$ cat src/rtl/cache_arbiter.sv
// cache_arbiter: shares one main-memory port between the I-cache and D-cache.
// One cache is granted at a time. The granted cache's request goes straight
// through to memory, and its response returns in the same cycle.
//
// state   | meaning
// --------+------------------------------------------------------------
// IDLE    | no grant; pick a pending cache (round robin or D priority)
// SERVE_I | I-cache owns the memory port until pmem_resp or it drops
// SERVE_D | D-cache owns the memory port until pmem_resp or it drops
// RELEASE | one dead cycle so the served cache can lower its request
module cache_arbiter #(
    parameter int unsigned ADDR_W      = 32,
    parameter int unsigned LINE_W      = 256,
    parameter int unsigned ROUND_ROBIN = 1
) (
    input  logic              clk,
    input  logic              rst_n,
    input  logic              i_pmem_read,
    input  logic              i_pmem_write,
    input  logic [ADDR_W-1:0] i_pmem_address,
    input  logic [LINE_W-1:0] i_pmem_wdata,
    output logic              i_pmem_resp,
    output logic [LINE_W-1:0] i_pmem_rdata,
    input  logic              d_pmem_read,
    input  logic              d_pmem_write,
    input  logic [ADDR_W-1:0] d_pmem_address,
    input  logic [LINE_W-1:0] d_pmem_wdata,
    output logic              d_pmem_resp,
    output logic [LINE_W-1:0] d_pmem_rdata,
    output logic              pmem_read,
    output logic              pmem_write,
    output logic [ADDR_W-1:0] pmem_address,
    output logic [LINE_W-1:0] pmem_wdata,
    input  logic              pmem_resp,
    input  logic [LINE_W-1:0] pmem_rdata
);

    typedef enum logic [1:0] {
        IDLE    = 2'd0,
        SERVE_I = 2'd1,
        SERVE_D = 2'd2,
        RELEASE = 2'd3
    } state_t;

    state_t state;
    logic   last_grant_d;
    logic   i_pend;
    logic   d_pend;
    logic   d_wins;

    assign i_pend = i_pmem_read | i_pmem_write;
    assign d_pend = d_pmem_read | d_pmem_write;

    // D wins when alone, under fixed priority, or when I was served last.
    assign d_wins = d_pend && (!i_pend || (ROUND_ROBIN == 0) || !last_grant_d);

    // Grant state machine; last_grant_d records who was granted most recently.
    always_ff @(posedge clk or negedge rst_n) begin
        if (!rst_n) begin
            state        <= IDLE;
            last_grant_d <= 1'b0;
        end else begin
            case (state)
                IDLE: begin
                    if (d_wins) begin
                        state        <= SERVE_D;
                        last_grant_d <= 1'b1;
                    end else if (i_pend) begin
                        state        <= SERVE_I;
                        last_grant_d <= 1'b0;
                    end
                end
                SERVE_I: begin
                    // A response ends the transfer even if the cache drops the same cycle.
                    if (pmem_resp) begin
                        state <= RELEASE;
                    end else if (!i_pend) begin
                        state <= IDLE;
                    end
                end
                SERVE_D: begin
                    if (pmem_resp) begin
                        state <= RELEASE;
                    end else if (!d_pend) begin
                        state <= IDLE;
                    end
                end
                RELEASE: state <= IDLE;
                default: state <= IDLE;
            endcase
        end
    end

    // Route the granted cache to memory; everything idles at 0 otherwise, which
    // also forces all outputs low as soon as reset pulls the state to IDLE.
    always_comb begin
        pmem_read    = 1'b0;
        pmem_write   = 1'b0;
        pmem_address = '0;
        pmem_wdata   = '0;
        i_pmem_resp  = 1'b0;
        i_pmem_rdata = '0;
        d_pmem_resp  = 1'b0;
        d_pmem_rdata = '0;
        case (state)
            SERVE_I: begin
                pmem_read    = i_pmem_read;
                pmem_write   = i_pmem_write;
                pmem_address = i_pmem_address;
                pmem_wdata   = i_pmem_wdata;
                i_pmem_resp  = pmem_resp;
                i_pmem_rdata = pmem_rdata;
            end
            SERVE_D: begin
                pmem_read    = d_pmem_read;
                pmem_write   = d_pmem_write;
                pmem_address = d_pmem_address;
                pmem_wdata   = d_pmem_wdata;
                d_pmem_resp  = pmem_resp;
                d_pmem_rdata = pmem_rdata;
            end
            default: begin
            end
        endcase
    end

endmodule

$ cat config.mk
export PLATFORM = sky130hd
export DESIGN_NAME = cache_arbiter
export DESIGN_NICKNAME = d
export VERILOG_FILES = /design/src/rtl/cache_arbiter.sv
export SDC_FILE = /design/constraint.sdc
export NUM_CORES = 1
export LEC_CHECK = 0
export CORE_AREA = 10 10 626 628
export CTS_CLUSTER_SIZE = 20
export DETAILED_ROUTE_END_ITERATION = 10
export DIE_AREA = 0 0 636 638
export PLACE_DENSITY_LB_ADDON = 0.2
export SLEW_MARGIN = 20
export SYNTH_ARGS = -nofsm -noshare
export SYNTH_HDL_FRONTEND = slang
export SYNTH_SLANG_ARGS = --single-unit
$ cat constraint.sdc
create_clock -name clk -period 1.7 [get_ports clk]
set_input_delay 0.34 -clock clk [delete_from_list [all_inputs] [get_ports clk]]
set_output_delay 0.34 -clock clk [all_outputs]
set_load 0.01 [all_outputs]
==> results.tsv, run 1 <==
stage	metric	value	unit
hold_path	Hold WC Path Type	in2async	
clocking	clock tree buffer depth	2	
setup_path	CP startpoint	state[1]$_DFFE_PN0P_	
synth	Simple-Gate Fraction of Synth Area	0.627	
die	Core Area	378000	um2
timing	minimum clock period	2.69	ns
setup_path	reg2reg end	state[0]$_DFFE_PN0P_	
synth	post-synthesis xor/xnor area fraction	0	
clocking	clk root buf	clkbuf_16	
synth	compound-gate portion of the synthesized area	0.275	
setup_path	Setup crit end	pmem_wdata[144]	
timing	Max Clk Rate	371	MHz
setup_path	Slowest-stage cell, CP	clkdlybuf4s50_1	
power	Comb pwr share	0.991	
die	die area	406000	um2
clocking	CTS Sinks	3	
synth	sequential element share of the synthesized area	0.00929	
setup_path	crit-path max cell delay	0.51	ns
die	Die Y	638	um
setup_path	reg-to-reg startpoint	state[0]$_DFFE_PN0P_	
setup_path	Worst path most repeated cell	buf_12	
setup_path	kind of critical path	reg2out	
setup_path	Worst Path Arrival	2.35	ns
power	Clock power frac	0.006	
power	sequential power share	0.003	
power	pwr dens	1510	nW/um2
power	Worst VDD drop	0.867	mV
synth	synth unique cells	18	
synth	Yosys Warn Count	0	
setup_path	R2R cell count	7	
synth	Mapped Cells	1274	
detailed_routing	total number of vias	20778	
power	leakage	14.8	nW
global_routing	initial antenna violation count	328	
synth	synthesized net count	2117	
global_routing	GRT overflow	0	
global_routing	vias in the first global route	19975	
timing	Worst-Margin Slew	0.604	ns
die	row count	226	
setup_path	Crit Path Max Fanout	8	
clocking	CTS tree	done	
place	final estimated routing congestion in global placement	0.931	
die	Die Wd	636	um
cells_and_area	Register Area	76.3	um2
detailed_routing	DRT antenna net count	0	
cells_and_area	share of layout cells above drive strength 1	0.408	
synth	Yosys reg bits	3	
setup_path	crit-path cells	buf_6, ha_4, buf_12, buf_12, buf_12, a22oi_1, nor2b_1, clkdlybuf4s50_1	
status	failing checks	setup timing	
detailed_routing	DR WL/cell	40.4	um
timing	Slew headroom	0.597	
cells_and_area	fin area	39800	um2
timing	Slew Limit Fails	0	
global_routing	first-pass GRT wire length	381	mm
detailed_routing	drt drc	0	
global_routing	largest net degree at the start of global routing	41	
setup_path	data required time of the worst path	1.36	ns
power	Psw	29.8	mW
die	boundary pin count	1643	
timing	Clock Skews	0.00243	ns
synth	area leader, netlist	and2_1	
timing	Setup violations, final	806	
cells_and_area	Final Non-Filler Cells	8391	
global_routing	GRT Resource Usage Total	0.155	
setup_path	R2R Setup Slk	-0.46	ns
power	Sw Ratio	0.496	
synth	Synth Area per Inst	6.35	um2
cells_and_area	layout net count	4123	
synth	Post-Syn Area	8080	um2
place	dpl cell area	36600	um2
clocking	CTS H-tree depth	1	
detailed_routing	Via density	2.48	
detailed_routing	drt pass-1 iters	5	
detailed_routing	1st-iter DRT viols	1538	
clocking	CTS clock-pin slew for the worst setup and hold paths	0.03	ns
detailed_routing	drt total wl	339	mm
setup_path	startpoint type of the worst setup path	register	
timing	final worst slack	-0.993	ns
timing	final hold vios	0	
power	P_int	30.3	mW
cells_and_area	Area growth syn-to-layout	392	%
place	Port Buffers	1642	
place	DP Wirelength	313	mm
synth	main area contributors after synthesis	and2_1, a22oi_1, nor2b_1, clkbuf_1, buf_2	
cells_and_area	multi-input logic area	8350	um2
clocking	Worst-Skew Late Latency	0.23	ns
synth	post-synth top area share	0.398	
synth	area share of fa/ha/maj cells after synthesis	0.00619	
timing	Final period util	1.58	
timing	unrepaired setup endpoints after global routing	true	
setup_path	Worst setup EP type	output pin	
die	Initial Util	0.0214	
job	max cap viols	0	
place	DP Cell Count	8158	
cells_and_area	FILL cells	43838	
synth	main combinational cell family by area after synthesis	simple AND/OR/NAND/NOR gates	
status	status	finished with violations	
synth	post-synthesis mux area share	0.00279	
clocking	cts bufs inserted	3	
[cell usage in the layout, fill, tap and decap left out, drive strengths merged]
cell type / netlist / final
a311o: 1 / 1
dlygate4sd2: 0 / 65
clkdlybuf4s50: 0 / 972
o21ai: 2 / 2
ha: 4 / 4
mux2: 2 / 2
a22oi: 290 / 290
nand3b: 1 / 1
diode: 0 / 96
bufbuf: 0 / 5
nor3b: 2 / 2
dfrtp: 3 / 3
o211ai: 2 / 2
o22a: 1 / 1
dlymetal6s2s: 0 / 23
and2: 514 / 514
clkbuf: 105 / 125
clkdlybuf4s15: 0 / 30
inv: 3 / 3
nand2: 2 / 2
buf: 49 / 939
nor2: 3 / 3
nor2b: 290 / 290
[power groups by stage]
stage / Sequential (mW) / Clock [mW] / Combinational [mW]
finish: 0.154 / 0.380 / 59.5
global route: 0.156 / 0.396 / 62.6
CTS: 0.151 / 0.387 / 56.5
detailed placement: 0.148 / 0 / 52.4
global placement: 0.151 / 0 / 52.7
floorplan: 0.128 / 0 / 13.9
[metal layers]
layer / share of wire / GRT usage / up-vias / wire length, um
met5: 0.0032 / 0 / - / 1090
met4: 0.018 / 0.0175 / 164 / 6240
met3: 0.15 / 0.106 / 496 / 51700
met2: 0.47 / 0.266 / 1671 / 160000
met1: 0.35 / 0.162 / 9982 / 120000
li1: - / - / 8465 / -
[through the flow]
| step | util | hold slack, ns | setup TNS [ns] | setup WS, ns | power [mW] |
|---|---|---|---|---|---|
| after floorplan | - | 0.0444 | -9.95 | -0.0498 | 14.0 |
| after global placement | 0.0968 | 0.512 | -646.46 | -1.32 | 52.9 |
| after detailed placement | 0.0968 | 0.510 | -633.72 | -1.32 | 52.5 |
| after CTS | 0.101 | 0.354 | -665.53 | -1.02 | 57.1 |
| after global routing | 0.105 | 0.349 | -626.68 | -1.02 | 63.2 |
| final | 0.105 | 0.341 | -568.55 | -0.993 | 60.1 |
[timing repair]
action	in CTS	in global routing
hold buffers	0	0
cloned	21	27
buffers inserted	47	50
resized for setup	484	778
pin swaps	25	30
endpoints found under the setup margin	806	806
[final cells by class]
| cell class | count | area share |
|---|---|---|
| well taps | 5016 | 0.158 |
| flip-flops and latches | 3 | 0.00192 |
| diodes | 96 | 0.00604 |
| clock buffers | 4 | 0.00198 |
| repair buffers | 2155 | 0.622 |
| inverters | 3 | 0.000346 |
| multi-input cells | 1114 | 0.210 |
[logic make-up (layout without fill, tap and decap cells)]
kind of cell	Yosys count	count (layout)
AO/OA/AOI/OAI	296	296
adder cells (fa/ha/maj)	4	4
buffers and inverters	157	2162
flip-flops	3	3
multiplexers	2	2
other	0	96
AND/OR/NAND/NOR	812	812
[cell usage after synthesis]
master and instances:
a22oi_1 290, a311o_1 1, and2_1 514, buf_1 5
buf_2 44, clkbuf_1 105, dfrtp_1 3, ha_1 4
inv_1 3, mux2_1 2, nand2_1 2, nand3b_1 1
nor2_1 3, nor2b_1 290, nor3b_1 2, o211ai_1 2
o21ai_0 2, o22a_1 1
[worst min path at each step]
stage | start | endpoint | slack, ns
global route | rst_n | state[1]$_DFFE_PN0P_ | 0.35
global placement | last_grant_d$_DFFE_PN0P_ | last_grant_d$_DFFE_PN0P_ | 0.51
floorplan | rst_n | last_grant_d$_DFFE_PN0P_ | 0.04
CTS | rst_n | state[1]$_DFFE_PN0P_ | 0.35
finish | rst_n | state[1]$_DFFE_PN0P_ | 0.34
detailed placement | last_grant_d$_DFFE_PN0P_ | last_grant_d$_DFFE_PN0P_ | 0.51
[critical path, delay by kind of cell, from the launching register on]
kind / cells / cell delay [ns]
buffers and inverters: 5 / 1.07
flip-flops: 1 / 0.39
AO/OA/AOI/OAI: 1 / 0.36
adder cells (fa/ha/maj): 1 / 0.17
AND/OR/NAND/NOR: 1 / 0.11
[flip-flops by register name (all words and copies together) (netlist names)]
| register | count |
|---|---|
| last_grant_d | 1 |
| state | 2 |
No activity file was read; power rests on OpenSTA's default activity.
==> inputs of run 2 (changes only) <==
==> constraint.sdc (replaced) <==
create_clock -name clk -period 1.7 [get_ports clk]
set_input_delay 0.34 -clock clk [delete_from_list [all_inputs] [get_ports clk]]
set_output_delay 0.34 -clock clk [all_outputs]
set_load 0.005 [all_outputs]
==> run 2 against run 1 <==
Sequential share of layout area about the same. Sequential cell count unchanged. Setup slack improved by 0.017 ns. Non-clock buffer count decreased by 34. Final cell count decreased by 0.93%. Routed wire length increased by 4.8%. Design area increased by 2.7%. Critical path type unchanged. Largest cell class unchanged. First-iteration DRC count decreased by 11%. Hold slack got worse by 0.013 ns. The run still ends with setup timing left. Core utilization increased by 0.29 points.
==> results.tsv, run 2 (synthesized netlist as in run 1, its figures left out) <==
stage	metric	value	unit	change
clocking	CTS clock-pin slew for the worst setup and hold paths	0.03	ns	about the same
cells_and_area	Reg with most FFs	state		
cells_and_area	largest registers	state x2, last_grant_d x1		
die	boundary pin count	1643		unchanged
power	Sw Ratio	0.485		-0.0107
global_routing	GRT Max-Usage Layer	met2		
global_routing	met1 Use GR	0.161		-0.00163
timing	Final period util	1.57		-0.0100
power	pwr dens	1590	nW/um2	+5.3%
place	Port Buffers	1642		unchanged
timing	Max Clk Rate	374	MHz	+0.64%
power	leakage	14.8	nW	about the same
timing	unrepaired setup endpoints after global routing	true		
power	sequential power share	0.002		about the same
power	Pwr Total	65.0	mW	+8.2%
global_routing	met3 GRT Util	0.0926		-0.0131
global_routing	GRT Resource Usage Total	0.162		+0.00622
timing	Slew Limit Fails	0		unchanged
die	Initial Util	0.0214		unchanged
cells_and_area	most frequent cells in the layout	clkdlybuf4s50_1, and2_1, buf_12		
setup_path	R2R cell count	9		+2
detailed_routing	total number of vias	20548		-1.1%
clocking	Worst-Skew Late Latency	0.23	ns	about the same
hold_path	Hold WC Path Type	in2async		
setup_path	kind of critical path	reg2out		
global_routing	vias in the first global route	20191		+1.1%
die	Die Y	638	um	unchanged
global_routing	largest net degree at the start of global routing	71		+73%
detailed_routing	drt total wl	355	mm	+4.8%
global_routing	GRT overflow	0		unchanged
cells_and_area	max FFs per register	2		unchanged
die	row count	226		unchanged
setup_path	Worst setup EP type	output pin		
detailed_routing	DR WL/cell	42.8	um	+5.7%
global_routing	first-pass GRT wire length	394	mm	+3.5%
clocking	clock tree buffer depth	2		unchanged
detailed_routing	Via density	2.47		-0.18%
place	DP Wirelength	326	mm	+4.0%
timing	Slew headroom	0.607		+0.0102
detailed_routing	1st-iter DRT viols	1363		-11%
die	Die Wd	636	um	unchanged
place	final estimated routing congestion in global placement	0.885		-4.9%
timing	final worst slack	-0.976	ns	+0.0170 ns
setup_path	startpoint type of the worst setup path	register		
global_routing	met2 usage	0.303		+0.0371
timing	Worst-Margin Slew	0.589	ns	-0.0153 ns
power	P_int	33.4	mW	+10%
place	DP Cell Count	8154		-0.049%
setup_path	Crit Path Max Fanout	8		unchanged
cells_and_area	share of layout cells above drive strength 1	0.377		-0.0309
detailed_routing	drt drc	0		unchanged
job	max cap viols	0		unchanged
die	Core Area	378000	um2	unchanged
detailed_routing	drt pass-1 iters	5		unchanged
timing	Setup violations, final	806		unchanged
status	failing checks	setup timing		
clocking	CTS Sinks	3		unchanged
clocking	CTS tree	done		
die	die area	406000	um2	unchanged
cells_and_area	Area growth syn-to-layout	406	%	
timing	final hold vios	0		unchanged
cells_and_area	layout net count	4089		-0.82%
status	status	finished with violations		
clocking	cts bufs inserted	3		unchanged
power	Worst VDD drop	0.730	mV	-16%
setup_path	data required time of the worst path	1.36	ns	about the same
clocking	CTS H-tree depth	1		unchanged
timing	minimum clock period	2.68	ns	-0.0170 ns
cells_and_area	most common cell after layout, fill and taps aside	clkdlybuf4s50_1		
clocking	clk root buf	clkbuf_16		
place	pre-CTS WS	-1.33	ns	-0.0172 ns
power	Comb pwr share	0.992		about the same
cells_and_area	FILL cells	43587		-0.57%
setup_path	Worst Path Arrival	2.34	ns	about the same
power	Psw	31.5	mW	+5.8%
setup_path	reg-to-reg startpoint	state[1]$_DFFE_PN0P_		
power	Clock power frac	0.006		about the same
setup_path	R2R Setup Slk	-0.50	ns	-0.04 ns
cells_and_area	Final Non-Filler Cells	8313		-0.93%
timing	Clock Skews	0.00143	ns	-0.000996 ns
setup_path	reg2reg end	state[0]$_DFFE_PN0P_		
detailed_routing	DRT antenna net count	0		unchanged
global_routing	initial antenna violation count	348		+6.1%
## run 2: changes by cell type in the layout (fill, tap and decap cells not counted), moves of 27 or more
cell and delta:
nor2b_4 +27, and2_4 -40, clkbuf_2 -68, diode_2 -44
buf_6 -38, clkdlybuf4s15_2 -29, buf_4 -51, buf_12 +89
clkdlybuf4s50_1 +138, dlygate4sd2_1 -56, and2_1 +37, nor2b_1 -32
## run 2: timing repair
action / CTS / global route
cloned: 14 / 31
pin swaps: 15 / 33
buffers inserted: 18 / 58
hold buffers: 0 / 0
gates resized for setup: 282 / 387
setup endpoints to repair: 805 / 805
## run 2: worst max-delay path, cell delays in order, from the launching register on
cell and delay [ns]:
dfrtp_1 0.39, buf_6 0.13, ha_4 0.18, buf_16 0.17, buf_12 0.16, clkbuf_16 0.16
clkbuf_16 0.17, a22oi_2 0.29, buf_6 0.20, nor2b_1 0.08, buf_12 0.12
## run 2: how the worst max path moves through the flow
stage / startpoint / to / slack, ns / cells after the start
finish: state[1]$_DFFE_PN0P_ / pmem_wdata[44] / -0.98 / 10
global route: state[1]$_DFFE_PN0P_ / pmem_wdata[130] / -1.02 / 9
CTS: state[1]$_DFFE_PN0P_ / pmem_wdata[143] / -1.07 / 9
detailed placement: state[0]$_DFFE_PN0P_ / pmem_wdata[113] / -1.33 / 9
global placement: state[0]$_DFFE_PN0P_ / pmem_wdata[44] / -1.62 / 8
floorplan: state[1]$_DFFE_PN0P_ / pmem_address[17] / -0.05 / 7
## run 2: routing by layer
metal	vias up	wire [um]
met2	1671	182000
met5	-	803
met4	118	5700
met1	9870	123000
li1	8352	-
met3	537	44200
## run 2: final cells by class
cell class / count / area [um2] / area share
Timing Repair Buffer: 2121 / 25700 / 0.629
Multi-Input combinational cell: 1114 / 8590 / 0.210
Tap cell: 5016 / 6280 / 0.154
Antenna cell: 52 / 130 / 0.00318
Clock buffer: 4 / 78.8 / 0.00193
Sequential cell: 3 / 76.3 / 0.00187
Inverter: 3 / 13.8 / 0.000337
## run 2: per-stage QoR
step / hold WS (ns) / instance area (um2) / setup TNS, ns / util
2_1_floorplan: 0.0444 / 8100 / -5.19 / -
3_3_place_gp: 0.491 / 37200 / -568.07 / 0.0983
3_5_place_dp: 0.511 / 37400 / -541.84 / 0.0987
4_1_cts: 0.340 / 38700 / -653.21 / 0.102
5_1_grt: 0.351 / 40800 / -668.58 / 0.108
6_report: 0.329 / 40900 / -603.17 / 0.108
## run 2: power groups by stage
stage | clock network [mW] | logic, mW | registers, mW
after floorplan | 0 | 11.6 | 0.128
after global routing | 0.388 | 67.9 | 0.161
final | 0.371 | 64.4 | 0.153
after global placement | 0 | 54.7 | 0.141
after detailed placement | 0 | 54.6 | 0.143
after CTS | 0.374 | 60.7 | 0.151
==> inputs of run 3 (changes only) <==
--- a/config.mk
+++ b/config.mk
@@ -5,11 +5,12 @@
 export SDC_FILE = /design/constraint.sdc
 export NUM_CORES = 1
 export LEC_CHECK = 0
+export CAP_MARGIN = 20
 export CORE_AREA = 10 10 626 628
 export CTS_CLUSTER_SIZE = 20
 export DETAILED_ROUTE_END_ITERATION = 10
 export DIE_AREA = 0 0 636 638
-export PLACE_DENSITY_LB_ADDON = 0.2
+export PLACE_DENSITY = 0.3
 export SLEW_MARGIN = 20
 export SYNTH_ARGS = -nofsm -noshare
 export SYNTH_HDL_FRONTEND = slang
==> run 3 against run 2 <==
Core utilization grew 1.2 points. Critical path type unchanged. First-iteration DRC count up 0.95%. Design area grew 11%. Largest cell class unchanged. Largest power group unchanged. The run still ends with setup timing left. Hold slack better by 0.035 ns. Non-clock buffer count up 144. Setup slack got worse by 0.035 ns.
==> results.tsv, run 3 (synthesized netlist as in run 1, its figures left out) <==
stage	metric	value	unit	change
status	status	finished with violations		
status	failing checks	setup timing		
clocking	CTS clock-pin slew for the worst setup and hold paths	0.03	ns	about the same
setup_path	Worst Path Arrival	2.37	ns	+0.03 ns
die	Core Area	378000	um2	unchanged
setup_path	startpoint type of the worst setup path	register		
timing	Worst-Margin Slew	0.735	ns	+0.146 ns
global_routing	GRT Resource Usage Total	0.175		+0.0137
detailed_routing	drt total wl	389	mm	+9.4%
job	max cap viols	0		unchanged
clocking	cts bufs inserted	3		unchanged
cells_and_area	share of layout cells above drive strength 1	0.550		+0.173
cells_and_area	max FFs per register	2		unchanged
cells_and_area	Area growth syn-to-layout	460	%	
clocking	clock tree buffer depth	2		unchanged
detailed_routing	Via density	2.56		+3.6%
setup_path	Slowest-stage cell, CP	a22oi_2		
cells_and_area	largest registers	state x2, last_grant_d x1		
cells_and_area	most frequent cells in the layout	clkdlybuf4s50_1, buf_12, and2_1		
detailed_routing	1st-iter DRT viols	1376		+0.95%
global_routing	largest net degree at the start of global routing	94		+32%
hold_path	Hold WC Path Type	in2async		
place	DP Wirelength	349	mm	+7.1%
clocking	CTS tree	done		
power	pwr dens	1650	nW/um2	+4.1%
setup_path	R2R Setup Slk	-0.40	ns	+0.10 ns
place	dpl cell area	38400	um2	+2.9%
power	Worst VDD drop	0.562	mV	-23%
global_routing	GRT overflow	0		unchanged
place	final estimated routing congestion in global placement	0.919		+3.8%
cells_and_area	Reg with most FFs	state		
setup_path	R2R cell count	7		-2
setup_path	kind of critical path	reg2out		
die	boundary pin count	1643		unchanged
timing	final hold vios	0		unchanged
setup_path	reg-to-reg startpoint	state[0]$_DFFE_PN0P_		
cells_and_area	layout net count	4233		+3.5%
global_routing	vias in the first global route	20799		+3.0%
die	Die Y	638	um	unchanged
clocking	# hold bufs at CTS	0		unchanged
power	leakage	17.0	nW	+15%
global_routing	first-pass GRT wire length	426	mm	+8.1%
detailed_routing	DR WL/cell	45.8	um	+7.2%
timing	minimum clock period	2.71	ns	+0.0347 ns
timing	Max Clk Rate	369	MHz	-1.3%
die	die area	406000	um2	unchanged
clocking	CTS Sinks	3		unchanged
cells_and_area	fin area	45200	um2	+11%
clocking	CTS H-tree depth	1		unchanged
die	row count	226		unchanged
die	Initial Util	0.0214		unchanged
detailed_routing	drt drc	0		unchanged
timing	Clock Skews	0.00169	ns	+0.000255 ns
die	Die Wd	636	um	unchanged
place	Port Buffers	1642		unchanged
cells_and_area	FILL cells	43370		-0.50%
detailed_routing	total number of vias	21727		+5.7%
detailed_routing	drt pass-1 iters	5		unchanged
setup_path	Worst setup EP type	output pin		
timing	Slew headroom	0.510		-0.0970
global_routing	initial antenna violation count	391		+12%
timing	final worst slack	-1.01	ns	-0.0347 ns
setup_path	CP Buf/Inv Count	5		-2
setup_path	Crit Path Max Fanout	14		+6
place	pre-CTS WS	-1.36	ns	-0.0245 ns
setup_path	reg2reg end	state[1]$_DFFE_PN0P_		
setup_path	crit-path cells	buf_6, ha_4, buf_16, buf_12, buf_12, a22oi_2, nor2b_2, buf_12		
timing	unrepaired setup endpoints after global routing	true		
clocking	Worst-Skew Late Latency	0.23	ns	about the same
cells_and_area	most common cell after layout, fill and taps aside	clkdlybuf4s50_1		
setup_path	delay-heaviest family, CP	buffers and inverters		
setup_path	data required time of the worst path	1.36	ns	about the same
setup_path	crit-path max cell delay	0.52	ns	+0.13 ns
timing	Final period util	1.59		+0.0204
detailed_routing	DRT antenna net count	0		unchanged
timing	Setup violations, final	806		unchanged
setup_path	Worst path most repeated cell	buf_12		
clocking	clk root buf	clkbuf_16		
timing	Slew Limit Fails	0		unchanged
## run 3: cell count changes in the layout (fill, tap and decap cells not counted), sizes merged
cell           before   now
clkbuf             61   134
clkdlybuf4s50    1110   920
clkdlybuf4s15       2     8
buf               904  1169
dlymetal6s2s       39    20
dlygate4sd2         9    18
diode              52    82
## run 3: worst reg2reg max path, cell delays in order, from the launching register on
cell and delay, ns:
dfrtp_1 0.41, buf_6 0.14, ha_4 0.20, buf_12 0.16, buf_4 0.22, nor3b_1 0.15
a311o_1 0.36, mux2_1 0.33
## run 3: area by class of cell
class,count,area [um2],area share
clock buffer,4,78.8,0.00174
multi-input combinational,1114,9860,0.218
tap,5016,6280,0.139
antenna,82,205,0.00454
timing repair buffer,2265,28700,0.635
sequential,3,75.1,0.00166
inverter,3,11.3,0.000249
## run 3: metal layers
metal | global-route usage | wire length [um] | vias up
met4 | 0.0161 | 7950 | 146
met3 | 0.106 | 50300 | 651
met2 | 0.318 | 192000 | 1801
met1 | 0.178 | 138000 | 10443
met5 | 0 | 972 | -
li1 | - | - | 8686
## run 3: worst max path at each step
stage / startpoint / cells after the start / to / slack [ns]
final: state[1]$_DFFE_PN0P_ / 8 / pmem_wdata[175] / -1.01
after global routing: state[0]$_DFFE_PN0P_ / 8 / pmem_wdata[117] / -1.01
after CTS: state[0]$_DFFE_PN0P_ / 8 / pmem_wdata[117] / -1.02
after global placement: state[1]$_DFFE_PN0P_ / 7 / pmem_wdata[114] / -1.71
after floorplan: state[1]$_DFFE_PN0P_ / 7 / pmem_address[17] / -0.05
after detailed placement: state[1]$_DFFE_PN0P_ / 7 / pmem_wdata[117] / -1.36
## run 3: where the power goes
group / switching, mW / internal, mW / total, mW
combinational: 34.7 / 39.7 / 74.3
clock: 0.0722 / 0.310 / 0.382
sequential: 0.0364 / 0.108 / 0.145
## run 3: timing repair
| action | CTS | global route |
|---|---|---|
| setup buffers | 49 | 138 |
| setup endpoints to repair | 806 | 806 |
| gates cloned | 29 | 73 |
| gates resized for setup | 487 | 1208 |
| pin swaps | 53 | 62 |
## run 3: stage by stage
stage          TNS (ns)  hold WS (ns)  power (mW)  instances  utilization
2_1_floorplan     -5.19        0.0444        11.7       1274            -
3_3_place_gp    -515.95         0.520        54.1       8154        0.101
3_5_place_dp    -491.12         0.519        53.7       8160        0.102
4_1_cts         -635.11         0.359        63.7       8238        0.108
5_1_grt         -592.62         0.367        78.1       8425        0.119
6_report        -544.76         0.363        74.9       8487        0.120
